File: src/rtl/core_pkg.sv
// core_pkg: definitions shared across the hmc-6502 core.
// Contents:
//   flag_op_t - controller encoding for the single-flag instructions
//               (SEC/CLC/SEI/CLI/SED/CLD/CLV); FLAG_NONE means no flag op.
//   P_*       - bit positions of each flag inside the processor status byte.
//   P_RESET   - status byte as seen right after reset (I set, bits 5/4 high).
package core_pkg;

  typedef enum logic [2:0] {
    FLAG_NONE = 3'd0,
    FLAG_SEC  = 3'd1,
    FLAG_CLC  = 3'd2,
    FLAG_SEI  = 3'd3,
    FLAG_CLI  = 3'd4,
    FLAG_SED  = 3'd5,
    FLAG_CLD  = 3'd6,
    FLAG_CLV  = 3'd7
  } flag_op_t;

  localparam int P_C = 0;
  localparam int P_Z = 1;
  localparam int P_I = 2;
  localparam int P_D = 3;
  localparam int P_B = 4;
  localparam int P_U = 5;
  localparam int P_V = 6;
  localparam int P_N = 7;

  localparam logic [7:0] P_RESET = 8'h34;

endpackage

File: src/rtl/status_reg.sv
// status_reg: 6502 processor status register (P), downstream of the ALU.
// Holds the N, V, D, I, Z and C flags plus a delayed IRQ mask. B and bit 5
// are not stored; they are inserted when P is presented.
// Ports:
//   clk, reset             - clock; synchronous active-high reset
//   alu_zero/negative/
//     overflow/c_out       - ALU flag results for this cycle
//   upd_c/z/n/v            - capture the matching ALU flag this cycle
//   bit_mode, mem_b6       - BIT instruction: V comes from operand bit 6
//   flag_op                - flag instruction code (flag_op_t)
//   p_load, p_in           - load all flags from the data bus (PLP/RTI)
//   push_brk               - B bit inserted into p_push
//   inst_done              - instruction boundary strobe
//   p_out                  - {N,V,1,1,D,I,Z,C} for observation
//   p_push                 - {N,V,1,push_brk,D,I,Z,C} for stack writes
//   c_flag, bcd            - registered carry and decimal mode to the ALU
//   irq_mask               - I as it stood at the last instruction boundary
module status_reg
  import core_pkg::*;
#(
  parameter logic RESET_I = 1'b1
) (
  input  logic       clk,
  input  logic       reset,
  input  logic       alu_zero,
  input  logic       alu_negative,
  input  logic       alu_overflow,
  input  logic       alu_c_out,
  input  logic       upd_c,
  input  logic       upd_z,
  input  logic       upd_n,
  input  logic       upd_v,
  input  logic       bit_mode,
  input  logic       mem_b6,
  input  logic [2:0] flag_op,
  input  logic       p_load,
  input  logic [7:0] p_in,
  input  logic       push_brk,
  input  logic       inst_done,
  output logic [7:0] p_out,
  output logic [7:0] p_push,
  output logic       c_flag,
  output logic       bcd,
  output logic       irq_mask
);

  logic n_q, v_q, d_q, i_q, z_q, c_q, irqMask_q;
  logic n_d, v_d, d_d, i_d, z_d, c_d, irqMask_d;

  // Next-state selection. Assignments are ordered lowest priority first so
  // that later ones win: hold, ALU capture, flag instruction, bus load.
  // Reset is applied in the register block and overrides all of these.
  always_comb begin
    n_d = n_q;
    v_d = v_q;
    d_d = d_q;
    i_d = i_q;
    z_d = z_q;
    c_d = c_q;

    if (upd_n) n_d = alu_negative;
    if (upd_v) v_d = bit_mode ? mem_b6 : alu_overflow;
    if (upd_z) z_d = alu_zero;
    if (upd_c) c_d = alu_c_out;

    // A flag instruction only touches its own flag, so captures of the
    // other flags in the same cycle still take effect.
    case (flag_op_t'(flag_op))
      FLAG_SEC: c_d = 1'b1;
      FLAG_CLC: c_d = 1'b0;
      FLAG_SEI: i_d = 1'b1;
      FLAG_CLI: i_d = 1'b0;
      FLAG_SED: d_d = 1'b1;
      FLAG_CLD: d_d = 1'b0;
      FLAG_CLV: v_d = 1'b0;
      default:  ;
    endcase

    // Bits 5 and 4 of the bus value have no storage and are dropped.
    if (p_load) begin
      n_d = p_in[P_N];
      v_d = p_in[P_V];
      d_d = p_in[P_D];
      i_d = p_in[P_I];
      z_d = p_in[P_Z];
      c_d = p_in[P_C];
    end

    // The mask samples the pre-edge I, so CLI/SEI/PLP reach the interrupt
    // logic one instruction late, as on the NMOS part.
    irqMask_d = inst_done ? i_q : irqMask_q;
  end

  // Flag and mask registers.
  always_ff @(posedge clk) begin
    if (reset) begin
      n_q       <= P_RESET[P_N];
      v_q       <= P_RESET[P_V];
      d_q       <= P_RESET[P_D];
      i_q       <= RESET_I;
      z_q       <= P_RESET[P_Z];
      c_q       <= P_RESET[P_C];
      irqMask_q <= RESET_I;
    end else begin
      n_q       <= n_d;
      v_q       <= v_d;
      d_q       <= d_d;
      i_q       <= i_d;
      z_q       <= z_d;
      c_q       <= c_d;
      irqMask_q <= irqMask_d;
    end
  end

  // Status byte presentation: bit 5 always reads 1; B is 1 on the observed
  // value and follows push_brk on the pushed value.
  always_comb begin
    p_out      = 8'h00;
    p_out[P_N] = n_q;
    p_out[P_V] = v_q;
    p_out[P_U] = 1'b1;
    p_out[P_B] = 1'b1;
    p_out[P_D] = d_q;
    p_out[P_I] = i_q;
    p_out[P_Z] = z_q;
    p_out[P_C] = c_q;

    p_push      = p_out;
    p_push[P_B] = push_brk;
  end

  assign c_flag   = c_q;
  assign bcd      = d_q;
  assign irq_mask = irqMask_q;

endmodule
File: config.mk
export PLATFORM = sky130hd
export DESIGN_NAME = status_reg
export DESIGN_NICKNAME = d
export VERILOG_FILES = /design/src/rtl/core_pkg.sv /design/src/rtl/status_reg.sv
export SDC_FILE = /design/constraint.sdc
export NUM_CORES = 1
export LEC_CHECK = 0
export ABC_CLOCK_PERIOD_IN_PS = 900
export BUFFER_PORTS_ARGS = -buffer_cell sky130_fd_sc_hd__buf_2
export CAP_MARGIN = 20
export CORE_UTILIZATION = 31
export DETAILED_ROUTE_END_ITERATION = 6
export PLACE_DENSITY = 0.69
export SYNTH_ARGS = -nofsm -noshare
export SYNTH_HDL_FRONTEND = slang
export SYNTH_SLANG_ARGS = --single-unit
File: constraint.sdc
create_clock -name clk -period 0.9 [get_ports clk]
set_input_delay 0.045 -clock clk [delete_from_list [all_inputs] [get_ports clk]]
set_output_delay 0.045 -clock clk [all_outputs]
set_load 0.02 [all_outputs]
==> impl_metrics.yaml <==
outcome:
  run_status: "finished, violations left"
  violations: "negative setup slack"
grt:
  antenna_found_initial: 0
  grt_pass1_wl_mm: 1.30
  grt_pass1_vias: 352
  overflow: 0
  globalRouteTotalUtil: 0.126
  grt_start_max_net_pins: 13
hold_path:
  min_path_cells: 2
  hp-start: "inst_done"
  min_path_type: "input port to flip-flop"
  min_to: "irq_mask"
cts:
  cts_max_level: 1
  clk_latency_ns: 0.24
  post_cts_buffers: 0
  cts_tree: "built"
  root_buffer: "clkbuf_4"
  max-clock-path-buffers: 2
  clkSlewWorstSetupHoldPaths_ns: 0.05
  cts.sinks: 7
  cts-buffers-inserted: 3
floorplanning:
  fp.dieH_um: 41.0
  die_area_um2: 1680
  ioPinCount: 45
  die_w_um: 41.0
  rows: 13
  core-area_um2: 1350
  initial_utilization: 0.349
worst_setup_path:
  critPathTopFamily: "flip-flops"
  worstReg2RegStart: "c_flag"
  setup.worst_path.start: "c_flag"
  slowest_delay_ns: 0.31
  path_max_fanout: 2
  regToRegSetupSlack_ns: -0.04
  crit_buf_inv: 0
  crit_path_end_kind: "flip-flop"
  cp.required_ns: 1.03
  cp.arrival_ns: 1.07
  r2r-end: "c_flag"
  crit_chain: "mux2i_1 -> o21ai_1 -> a211oi_2 -> nor3_1"
  reg2regPathDepth: 4
  start_kind: "flip-flop"
  cp_slowest_cell: "dfxtp_2"
  critPathKind: "flip-flop to flip-flop"
synth:
  synth_top_area_frac: 0.297
  synthArstFlopShare: 0
  yosysSeqAreaShare: 0.297
  ys_top_cells_by_count: "16 x buf_4, 8 x a21oi_1, 7 x dfxtp_1"
  synth_area_per_cell_um2: 8.13
  ys_ff_latch: 7
  ys_warn_count: 0
  postSynthCellCount: 58
  synth_area_leaders: "dfxtp_1 30%, buf_4 25%, a21oi_1 8.5%, mux2i_1 8.5%, a211o_1 5.6%"
  synthFlopType: "dfxtp_1"
  synth_cell_type_count: 17
  synth_edf_count: 0
  post-synth-top-count-cell: "buf_4"
  yosys.area.top_type: "dfxtp_1"
  syn_area_um2: 472
sta:
  fin_ws_ns: -0.0368
  fin_crit_ns: 0.937
  grt_setup_unrepaired: "true"
  maxSlewViolCount: 0
  fmax_ghz: 1.07
  hold_viol: 0
  fin_crit_sh: 1.04
  finalClockSkew_ns: 0.0000342
  setup_violations: 1
route:
  drc: 0
  firstDrtPassIters: 4
  vias: 460
  drtAntennaViolNets: 0
  wire_per_inst_um: 9.06
  viasPerCell: 4.51
  drt_iter0_drc: 2
  routed_wl_um: 924
power_and_ir_drop:
  p_switching_uw: 275
  pwr-share-clk: 0.301
  p_comb_frac: 0.314
  cellPowerDensity_nw_per_um2: 1410
  p_sw_frac: 0.302
  p_seq_frac: 0.385
  power.leakage_uw: 0.000343
  p_int_uw: 634
  peakVddDrop_v: 0.000718
finish:
  fin_nets: 114
  area_growth_syn_to_layout_pct: 36.9
  fin_area_um2: 646
  utilization: 0.478
  final_layout_size_suffix_gt1_frac: 0.563
  n_antenna_cell: 0
placed_design:
  io_buffers: 37
  detailed_place.area_um2: 578
  place_hpwl_um: 776
  globalplace.congestion: 0.686
run:
  drv_cap: 0
[power groups by stage]
| stage | logic, uW | registers [uW] | clock network (uW) |
|---|---|---|---|
| after floorplan | 198 | 366 | 0 |
| after global placement | 258 | 353 | 0 |
| after detailed placement | 263 | 354 | 0 |
| after CTS | 266 | 349 | 289 |
| after global routing | 314 | 353 | 309 |
| final | 285 | 350 | 274 |
[kinds of logic after synthesis]
| group | synth area share |
|---|---|
| multiplexers | 0.0849 |
| AO/OA/AOI/OAI | 0.199 |
| AND/OR/NAND/NOR | 0.138 |
| other | 0.00795 |
| buffers and inverters | 0.273 |
| flip-flops | 0.297 |
[through the flow]
| step | worst slack [ns] | instances | setup TNS (ns) | power [uW] | hold slack, ns |
|---|---|---|---|---|---|
| global route | -0.104 | 102 | -0.152 | 976 | 0.0251 |
| global placement | -0.0195 | 97 | -0.0195 | 611 | 0.0902 |
| finish | -0.0368 | 102 | -0.0368 | 908 | 0.0214 |
| floorplan | -0.0553 | 60 | -0.0553 | 564 | 0.104 |
| CTS | -0.0642 | 102 | -0.0642 | 904 | 0.0123 |
| detailed placement | -0.0542 | 97 | -0.0574 | 617 | 0.0902 |
[worst max-delay path by stage]
| stage | to | slack, ns | depth (start not counted) |
|---|---|---|---|
| detailed placement | c_flag | -0.05 | 4 |
| finish | c_flag | -0.04 | 4 |
| CTS | c_flag | -0.06 | 4 |
| global placement | c_flag | -0.02 | 4 |
| global route | c_flag | -0.10 | 4 |
| floorplan | c_flag | -0.06 | 4 |
[registers in the layout (all words and copies together), names as in the netlist]
signal,flops
bcd,1
irq_mask,1
n_q,1
c_flag,1
i_q,1
z_q,1
v_q,1
[cell type report]
class                      instances  area (um^2)
clock buffer                       4         26.3
sequential                         7          148
tap                               15         18.8
inverter                           1         3.75
timing repair buffer              40          231
multi-input combinational         35          218
fill                             148          704
[per-layer routing]
| layer | routed length (um) | track usage | up-vias |
|---|---|---|---|
| met5 | 0 | 0 | - |
| met1 | 352 | 0.115 | 192 |
| met4 | 19 | 0.100 | 0 |
| li1 | - | - | 240 |
| met2 | 453 | 0.219 | 26 |
| met3 | 98 | 0.0489 | 2 |
[cells in the final DEF, fill, tap and decap left out, drive strengths merged]
cell type / instances
conb: 3
a21oi: 8
dlygate4sd3: 1
nor2: 6
mux2i: 4
a211o: 3
nor3: 2
clkbuf: 4
o21ai: 1
inv: 1
nand2b: 1
a2111oi: 1
nand2: 2
nor2b: 2
and3: 1
a211oi: 1
buf: 39
dfxtp: 7
[timing repair]
| action | CTS | global route |
|---|---|---|
| hold buffers | 1 | 0 |
| endpoints found under the setup margin | 2 | 8 |
| resized for setup | 1 | 11 |
| pin swaps | 0 | 1 |
| hold endpoints to repair | 1 | 0 |
Note: power is estimated with default switching activity, not from simulation.
